--- config.mk ---
export PLATFORM = sky130hd
export DESIGN_NAME = mem_ctrl
export DESIGN_NICKNAME = d
export VERILOG_FILES = /design/src/rtl/mem_ctrl_pkg.sv /design/src/rtl/mem_ctrl_assemble.sv /design/src/rtl/mem_ctrl.sv
export SDC_FILE = /design/constraint.sdc
export NUM_CORES = 1
export LEC_CHECK = 0
export CAP_MARGIN = 10
export CORE_AREA = 4 4 142 144
export DETAILED_ROUTE_END_ITERATION = 12
export DIE_AREA = 0 0 146 148
export PLACE_DENSITY = 0.67
export RECOVER_POWER = 50
export SYNTH_ARGS = -nofsm -noshare
export SYNTH_HDL_FRONTEND = slang
export SYNTH_HIERARCHICAL = 1
export SYNTH_SLANG_ARGS = --single-unit
--- constraint.sdc ---
create_clock -name clk_in -period 4.5 [get_ports clk_in]
set_input_delay 0.45 -clock clk_in [delete_from_list [all_inputs] [get_ports clk_in]]
set_output_delay 0.45 -clock clk_in [all_outputs]
set_load 0.01 [all_outputs]
--- src/rtl/mem_ctrl_pkg.sv ---
// Shared types and constants for the unified-RAM byte sequencer.
package mem_ctrl_pkg;

  localparam int          DEFAULT_ADDR_W = 17;
  localparam logic [31:0] ZERO_WORD      = 32'h0000_0000;

  // Byte counts an access may carry; anything else is treated as a full word.
  localparam logic [2:0]  LEN_BYTE = 3'd1;
  localparam logic [2:0]  LEN_HALF = 3'd2;
  localparam logic [2:0]  LEN_WORD = 3'd4;

  typedef enum logic [1:0] {
    MC_IDLE = 2'd0,
    MC_RD   = 2'd1,
    MC_WR   = 2'd2,
    MC_DONE = 2'd3
  } mcState_e;

  typedef enum logic {
    OWN_IF  = 1'b0,
    OWN_MEM = 1'b1
  } mcOwner_e;

  // Collapse the requested length onto the three supported byte counts.
  function automatic logic [2:0] normLen(input logic [2:0] len);
    case (len)
      LEN_BYTE: return LEN_BYTE;
      LEN_HALF: return LEN_HALF;
      default:  return LEN_WORD;
    endcase
  endfunction

endpackage

--- src/rtl/mem_ctrl_assemble.sv ---
// Byte counter plus little-endian word assembler for the RAM sequencer.
// Byte k of a read lands in bits [8k+7:8k]; the counter runs one ahead of
// the capture slot because the RAM returns data one cycle after the address.
module mem_ctrl_assemble
  import mem_ctrl_pkg::*;
(
  input  logic        clk_in,
  input  logic        rst_in,
  input  logic        clear_i,
  input  logic        step_i,
  input  logic        capture_i,
  input  logic [7:0]  din_i,
  output logic [2:0]  cnt_o,
  output logic [31:0] wordNext_o
);

  logic [2:0]  cnt_q, cnt_d;
  logic [31:0] word_q, word_d;
  logic [1:0]  slot;

  // Next counter/word: clear on a new access, otherwise advance and drop the returning byte into its lane.
  always_comb begin
    cnt_d  = cnt_q;
    word_d = word_q;
    slot   = cnt_q[1:0] - 2'd1;
    if (clear_i) begin
      cnt_d  = 3'd0;
      word_d = ZERO_WORD;
    end else begin
      if (step_i) begin
        cnt_d = cnt_q + 3'd1;
      end
      if (capture_i) begin
        word_d[{slot, 3'b000} +: 8] = din_i;
      end
    end
  end

  // Counter and assembly register.
  always_ff @(posedge clk_in or posedge rst_in) begin
    if (rst_in) begin
      cnt_q  <= 3'd0;
      word_q <= ZERO_WORD;
    end else begin
      cnt_q  <= cnt_d;
      word_q <= word_d;
    end
  end

  assign cnt_o      = cnt_q;
  assign wordNext_o = word_d;

endmodule

--- src/rtl/mem_ctrl.sv ---
// Single-port arbiter/sequencer for the byte-wide unified RAM.
// MEM-stage accesses win over IF fetches; each access is split into byte
// cycles and completes with a one-cycle registered done pulse.
module mem_ctrl
  import mem_ctrl_pkg::*;
#(
  parameter int ADDR_W = DEFAULT_ADDR_W
) (
  input  logic              clk_in,
  input  logic              rst_in,
  input  logic              if_req_in,
  input  logic [31:0]       if_addr_in,
  input  logic              flush_in,
  output logic [31:0]       if_data_out,
  output logic              if_done_out,
  output logic              if_blk_out,
  input  logic              mem_req_in,
  input  logic              mem_we_in,
  input  logic [2:0]        mem_len_in,
  input  logic [31:0]       mem_addr_in,
  input  logic [31:0]       mem_wdata_in,
  output logic [31:0]       mem_rdata_out,
  output logic              mem_done_out,
  output logic              mem_blk_out,
  output logic [ADDR_W-1:0] ram_addr_out,
  output logic              ram_wr_out,
  output logic [7:0]        ram_dout,
  input  logic [7:0]        ram_din
);

  mcState_e    state_q, state_d;
  mcOwner_e    owner_q;
  logic [31:0] base_q, wdata_q;
  logic [2:0]  len_q;
  logic        ifDone_q, memDone_q;
  logic [31:0] ifData_q, memRdata_q;

  logic        acceptMem, acceptIf, asmStep, asmCapture, enterDone;
  logic [2:0]  cnt;
  logic [31:0] wordNext;
  logic [31:0] addrSum;

  assign addrSum   = base_q + {29'd0, cnt};
  assign enterDone = (state_q != MC_DONE) && (state_d == MC_DONE);

  mem_ctrl_assemble u_assemble (
    .clk_in     (clk_in),
    .rst_in     (rst_in),
    .clear_i    (acceptMem | acceptIf),
    .step_i     (asmStep),
    .capture_i  (asmCapture),
    .din_i      (ram_din),
    .cnt_o      (cnt),
    .wordNext_o (wordNext)
  );

  // Sequencer: arbitration, byte stepping, flush abort and the RAM-side strobes.
  always_comb begin
    state_d      = state_q;
    acceptMem    = 1'b0;
    acceptIf     = 1'b0;
    asmStep      = 1'b0;
    asmCapture   = 1'b0;
    ram_addr_out = '0;
    ram_wr_out   = 1'b0;
    ram_dout     = 8'h00;
    case (state_q)
      MC_IDLE: begin
        if (mem_req_in) begin
          acceptMem = 1'b1;
          state_d   = mem_we_in ? MC_WR : MC_RD;
        end else if (if_req_in && !flush_in) begin
          acceptIf = 1'b1;
          state_d  = MC_RD;
        end
      end
      MC_RD: begin
        if (cnt < len_q) begin
          ram_addr_out = addrSum[ADDR_W-1:0];
        end
        asmCapture = (cnt != 3'd0);
        if (owner_q == OWN_IF && flush_in) begin
          state_d = MC_IDLE;
        end else if (cnt == len_q) begin
          state_d = MC_DONE;
        end else begin
          asmStep = 1'b1;
        end
      end
      MC_WR: begin
        ram_addr_out = addrSum[ADDR_W-1:0];
        ram_wr_out   = 1'b1;
        ram_dout     = wdata_q[{cnt[1:0], 3'b000} +: 8];
        if (cnt == len_q - 3'd1) begin
          state_d = MC_DONE;
        end else begin
          asmStep = 1'b1;
        end
      end
      MC_DONE: begin
        state_d = MC_IDLE;
      end
      default: begin
        state_d = MC_IDLE;
      end
    endcase
  end

  // State register and the access descriptor latched when a request is accepted.
  always_ff @(posedge clk_in or posedge rst_in) begin
    if (rst_in) begin
      state_q <= MC_IDLE;
      owner_q <= OWN_IF;
      base_q  <= ZERO_WORD;
      len_q   <= 3'd0;
      wdata_q <= ZERO_WORD;
    end else begin
      state_q <= state_d;
      if (acceptMem) begin
        owner_q <= OWN_MEM;
        base_q  <= mem_addr_in;
        len_q   <= normLen(mem_len_in);
        wdata_q <= mem_wdata_in;
      end else if (acceptIf) begin
        owner_q <= OWN_IF;
        base_q  <= if_addr_in;
        len_q   <= LEN_WORD;
      end
    end
  end

  // Registered done pulses and result words, loaded on the edge that enters DONE.
  always_ff @(posedge clk_in or posedge rst_in) begin
    if (rst_in) begin
      ifDone_q   <= 1'b0;
      memDone_q  <= 1'b0;
      ifData_q   <= ZERO_WORD;
      memRdata_q <= ZERO_WORD;
    end else begin
      ifDone_q  <= enterDone && (owner_q == OWN_IF);
      memDone_q <= enterDone && (owner_q == OWN_MEM);
      if (enterDone && owner_q == OWN_IF) begin
        ifData_q <= wordNext;
      end
      if (enterDone && owner_q == OWN_MEM && state_q == MC_RD) begin
        memRdata_q <= wordNext;
      end
    end
  end

  // A branch taken during the completion cycle still kills the fetch result.
  assign if_done_out   = ifDone_q & ~flush_in;
  assign mem_done_out  = memDone_q;
  assign if_data_out   = ifData_q;
  assign mem_rdata_out = memRdata_q;
  assign if_blk_out    = if_req_in & ~if_done_out;
  assign mem_blk_out   = mem_req_in & ~mem_done_out;

endmodule

**Yosys cells after proc, flatten, opt, wreduce, memory -nomap -nowiden**

Cells that the tools add are included.

- Reduce and logical (&&, ||, !) cells: 11
- Bitwise gates (word level): 8
- Add/sub/neg operators: 5
- Shift operators: 3
- Eq/ne operators: 9
- Magnitude comparators: 1
- Multiplexer cells: 33

Operators with widths:

| kind | number |
|---|---|
| 2-to-1 mux 32 bit | 2 |
| 2-to-1 mux 17 bit | 3 |
| one-hot mux 17 bit (2 select lines) | 1 |
| bitwise mux 32 bit | 1 |
| variable shift 8 x 7 -> 32 bit, first input constant | 1 |
| variable part select 32 x 6 -> 8 bit | 1 |
| variable part select 8 x 7 -> 32 bit | 1 |
| adder 17 x 3 -> 17 bit | 1 |
| 2-to-1 mux 1 bit | 12 |
| 2-to-1 mux 2 bit | 6 |
| 2-to-1 mux 3 bit | 4 |
| 2-to-1 mux 8 bit | 1 |
| one-hot mux 2 bit (4 select lines) | 1 |
| negation 5 -> 7 bit | 1 |
| equality test 2 bit, second input constant | 3 |
| equality test 3 bit | 2 |
| logical AND 1 bit | 6 |
| one-hot mux 3 bit (2 select lines) | 1 |
| inverter 1 bit | 4 |
| nonzero test 2 bit | 2 |
| adder 3 x 1 -> 3 bit, second input constant | 1 |
| bitwise AND 1 bit | 3 |
| equality test 3 x 1 -> 1 bit, second input constant | 1 |
| equality test 3 x 2 -> 1 bit, second input constant | 1 |
| 10 further kinds | 10 |

- Bits in registers: 156
- Output and inout port bits: 94
- Logic and storage cells: 81
- Input bits: 113

**Longest topological paths before layout**

- Word-level depth: 9
- Depth in mapped cells: 9
- Gate-level depth less buffers: 8

**By module**

Netlist, hierarchy kept.

Modules (own cells, without submodules):

| module | area each (sq um) | cells each | seq. area each (sq um) | times used |
|---|---|---|---|---|
| mem_ctrl | 5695.5 | 438 | 3027.9 | 1 |
| mem_ctrl_assemble | 1557.7 | 113 | 875.8 | 1 |

**Worst setup path after synthesis**

No wires, ideal clock.

- Path kind: register to register
- Start point: reg u_assemble.cnt_q[0], in the netlist u_assemble/cnt_o[0]
- End point: reg ifData_q[10], in the netlist if_data_out[10]
- Data required time: 4.375 ns
- Path slack: 1.752 ns
- Setup time: 0.125 ns
- Buffers on the path: 2
- Stages on the path, launching flop included: 10
- Arrival time: 2.623 ns
- Clock period less this slack: 2.748 ns
- Path through: dfrtp_1 -> clkbuf_1 -> inv_1 -> ha_1 -> a31o_2 -> a311oi_1 -> nor3_2 -> nand3_2 -> buf_2 -> mux2_2

- Longest elaborated chain between the ends: 7
- Elaborated cells between the ends (all ways): 18
- Classes of those cells: add/sub: 2; eq/ne: 3; shift: 2; mux: 8; reduce/logical: 3

Ends and longest elaborated chain:

| element | line | text |
|---|---|---|
| start, declared | mem_ctrl_assemble.sv:17 | `logic [2:0] cnt_q, cnt_d;` |
| start signal, assigned | mem_ctrl_assemble.sv:45 | `cnt_q <= cnt_d;` |
| branches (longest 7 deep; another with negation 5 -> 7 bit) | - |  |
| end signal, assigned | mem_ctrl.sv:143 | `ifData_q <= wordNext;` |
| end, declared | mem_ctrl.sv:36 | `logic [31:0] ifData_q, memRdata_q;` |

Parallel ways; which one is timed is not known.
A chain may end at the register's enable or synchronous reset.

**Worst setup path in the final report**

- Start point: reg u_assemble.cnt_q[1], in the netlist u_assemble/cnt_o[1]
- End point: out ram_addr_out[2]

- Longest elaborated chain between the ends: 3
- Elaborated cells between the ends (all ways): 4
- Classes of those cells: add/sub: 1; order compare: 1; mux: 2

Ends and longest elaborated chain:

| element | line | text |
|---|---|---|
| adder 17 x 3 -> 17 bit / less-than comparator 3 bit (equally long branches) | mem_ctrl.sv:43, mem_ctrl.sv:78 |  |
| 2-to-1 mux 17 bit | mem_ctrl.sv:78 | `if (cnt < len_q) begin` |
| one-hot mux 17 bit (2 select lines) (*) | mem_ctrl.sv:67 | `case (state_q)` |
| end, declared | mem_ctrl.sv:25 | `output logic [ADDR_W-1:0] ram_addr_out,` |

Every way passes the cells marked *; elsewhere a longest branch is shown, timed or not.

==> results.md <==
- Post-synth EDFFs: 0
- CP startpoint kind: register
- Initial DRC count: 258
- Die Wd: 146 um
- Failing checks: capacitance limit, slew limit
- Dpl cell area: 9209 um^2
- Yosys reg bits: 156
- FF-to-FF setup slack: 1020 ps
- Pleak: 4.630 nW
- Routed WL: 18.16 mm
- Reg-to-reg endpoint: mem_rdata_out[23]
- GRT Util Overall: 0.1675
- Worst skew pair latency: 420 ps
- Initial core utilization: 0.3878
- Asr flop ratio synth: 1.000
- Worst min-delay path endpoint: base_q[2]
- Clk buf depth: 2
- Design Area, Final: 9849 um^2
- Hold Vio Cnt, Final: 0
- Critical path's top delay family: compound AO/OA/AOI/OAI gates
- PwrDens: 570.3 nW/um^2
- Layout Nets: 858
- Hold crit path type: reg2reg
- I/O Buffers: 176
- # IOs: 207
- Final antenna-violating net count: 0
- Num CTS Buffers: 17
- RSZ-0062 raised after global routing: no
- Setup Total Neg Slack: 0 ps
- CTS tree: yes
- DR vias: 5,032
- Crit-path slowest cell: o21ai_1
- Routed wire length per instance: 18.67 um
- Ys flop type: dfrtp_1
- DIE AREA: 21,610 um^2
- Post-synthesis cell type count: 55
- Least-Margin Pin Slew: 2811 ps
- Most frequent cells in the layout: dfrtp_1, clkdlybuf4s50_1, mux2_2
- Min-delay src: base_q[2]
- CP required: 4050 ps
- Clock Tree Root: clkbuf_16
- Largest net degree at the start of global routing: 73
- Fmax: 0.2545 GHz
- Post-synthesis sequential area ratio: 0.5382
- Remaining Overflow, GRT: 0
- Cells on Worst Hold Path: 2
- Post-CTS setup buffers: 0
- Max Cap Violations: 2
- Row count: 50
- Crit path buffers/inverters: 1
- CP Data Arrival Time: 3480 ps
- Final Cycle Share: 0.8733
- Vias in the first global route: 5,375
- Die height: 148 um
- Clock Skew: 13.29 ps
- Syn Area/Cell: 13.16 um^2
- Antenna Cells: 0
- Status: complete, but fails checks
- FF-to-FF Start: u_assemble/cnt_o[1]
- DP Wirelength: 13.09 mm
- Vias per inst: 5.172
- Worst-path cell chain: ha_1, nor2b_1, o21ai_0, and3b_1, o21ai_1, nor3_1, clkdlybuf4s50_1
- Leading cell type in the layout, fill and taps excluded: dfrtp_1
- Yosys top cell area share: 0.5382
- # resized after CTS: 0
- R2R cell count: 7
- Drc violations: 0
- Register clock-pin slew on the reported worst setup and hold paths: 60 ps
- Global-route wire length before repair: 28.89 mm
- Max VDD drop: 0.0002864 V
- Cells after Synth: 551
- Type of the worst setup path: reg2out
- H-tree Lvls: 4
- GPL Wtd Cong: 0.8104
- Initial antenna violation count: 0
- Critical Path Max Stage Delay: 830 ps
- Syn. warnings: 6
- CP Max Fanout: 17
- Synth area leader: dfrtp_1
- Syn Std Cell Area: 7253 um^2
- CP Capture Type: primary output
- Core area: 18,710 um^2
- 1st-pass router iterations: 4
- Syn nets: 682
- Max_slew headroom: -0.8743
- Slew Viols, Final: 109
- Share of layout cells above drive strength 1: 0.2124
- Area Overhead vs Synth: 35.79%
- Fin crit period: 3930 ps
- # clock sinks: 156
- Number of setup violations in the final report: 0
- Synth area leaders: dfrtp_1, mux2_2, a32o_1
- Cts hold-fix bufs: 0
-- where the power goes --
group / internal [mW] / total, mW / switching, mW
Clock: 1.00 / 1.58 / 0.579
Sequential: 1.75 / 2.00 / 0.253
Combinational: 1.04 / 2.04 / 0.996
-- cells in the mapped netlist, types with 2 or more instances --
| master | instances |
|---|---|
| dfrtp_1 | 156 |
| mux4_2 | 8 |
| a32o_1 | 31 |
| nor3b_1 | 2 |
| clkbuf_1 | 9 |
| o21ai_0 | 21 |
| and4_1 | 2 |
| mux2_4 | 7 |
| ha_1 | 17 |
| and3b_1 | 2 |
| nand3_1 | 3 |
| a21oi_1 | 3 |
| and3_1 | 4 |
| a31oi_1 | 2 |
| buf_4 | 3 |
| nor3_1 | 8 |
| a31o_2 | 2 |
| nand2_1 | 25 |
| inv_1 | 23 |
| buf_2 | 8 |
| and2_1 | 8 |
| a21oi_2 | 4 |
| mux2i_1 | 18 |
| o41ai_1 | 2 |
| nor2_1 | 26 |
| mux2_2 | 89 |
| xnor2_1 | 13 |
| nand4_1 | 4 |
| xor2_1 | 4 |
| buf_6 | 6 |
| o21ai_1 | 2 |
| nor2b_1 | 16 |
-- area by class of cell --
class,count,area [um^2]
Clock buffer,19,442.9
Tap cell,234,292.8
Timing Repair Buffer,184,1813
Clock inverter,12,209.0
Multi-Input combinational cell,345,3102
Fill cell,1563,8856
Inverter,23,86.33
Sequential cell,156,3904
-- routing by layer --
| metal | routed length (um) | global-route usage |
|---|---|---|
| met5 | 0 | 0 |
| met4 | 164 | 0.03763 |
| met3 | 1216 | 0.05242 |
| met2 | 8840 | 0.2829 |
| met1 | 7942 | 0.2128 |
-- worst max path at each step --
| stage | startpoint | slack (ps) | cells after the start | end |
|---|---|---|---|---|
| after floorplan | rst_in | 840 | 1 | base_q[0] |
| after global placement | u_assemble/cnt_o[1] | 980 | 7 | ram_addr_out[2] |
| after detailed placement | mem_req_in | 930 | 6 | mem_rdata_out[23] |
| after CTS | u_assemble/cnt_o[1] | 540 | 7 | ram_addr_out[2] |
| after global routing | u_assemble/cnt_o[1] | 310 | 7 | ram_addr_out[2] |
| final | u_assemble/cnt_o[1] | 570 | 7 | ram_addr_out[2] |
-- state kept, by name, summed over array words and instances (netlist names) --
signal	cells
ifDone_q	1
state_q	2
len_q	3
u_assemble/word_q	32
base_q	17
if_data_out	32
owner_q	1
mem_rdata_out	32
mem_done_out	1
u_assemble/cnt_o	3
wdata_q	32
-- worst register-to-register path, cell delays in order (launching register included) --
cell and delay [ps]:
dfrtp_1 690, ha_1 480, a31o_2 170, a311oi_1 120
nor3_2 260, nand4_2 860, buf_4 500, mux2_4 300
-- kinds of logic (layout without fill, tap and decap cells) --
| logic type | Yosys count | after routing | share of synthesized area |
|---|---|---|---|
| muxes | 122 | 122 | 0.2023 |
| buffers and inverters | 50 | 238 | 0.03502 |
| adders and majority gates | 18 | 18 | 0.03209 |
| and+or+nand+nor | 110 | 110 | 0.08297 |
| xor gates and xnor gates | 18 | 18 | 0.02363 |
| DFF | 156 | 156 | 0.5382 |
| AOI/OAI and AO/OA | 77 | 77 | 0.08574 |
-- through the flow --
| step | hold slack [ps] | cells | util | setup slack (ps) | power [mW] |
|---|---|---|---|---|---|
| after floorplan | 456.3 | 551 | - | 835.8 | 3.330 |
| after global placement | 472.7 | 942 | 0.4923 | 979.0 | 4.020 |
| after detailed placement | 486.2 | 942 | 0.4923 | 928.3 | 4.106 |
| after CTS | 501.4 | 973 | 0.5272 | 536.2 | 5.717 |
| after global routing | 504.1 | 973 | 0.5266 | 314.9 | 5.961 |
| final | 493.9 | 973 | 0.5266 | 570.0 | 5.618 |
No activity file was read; power rests on OpenSTA's default activity.
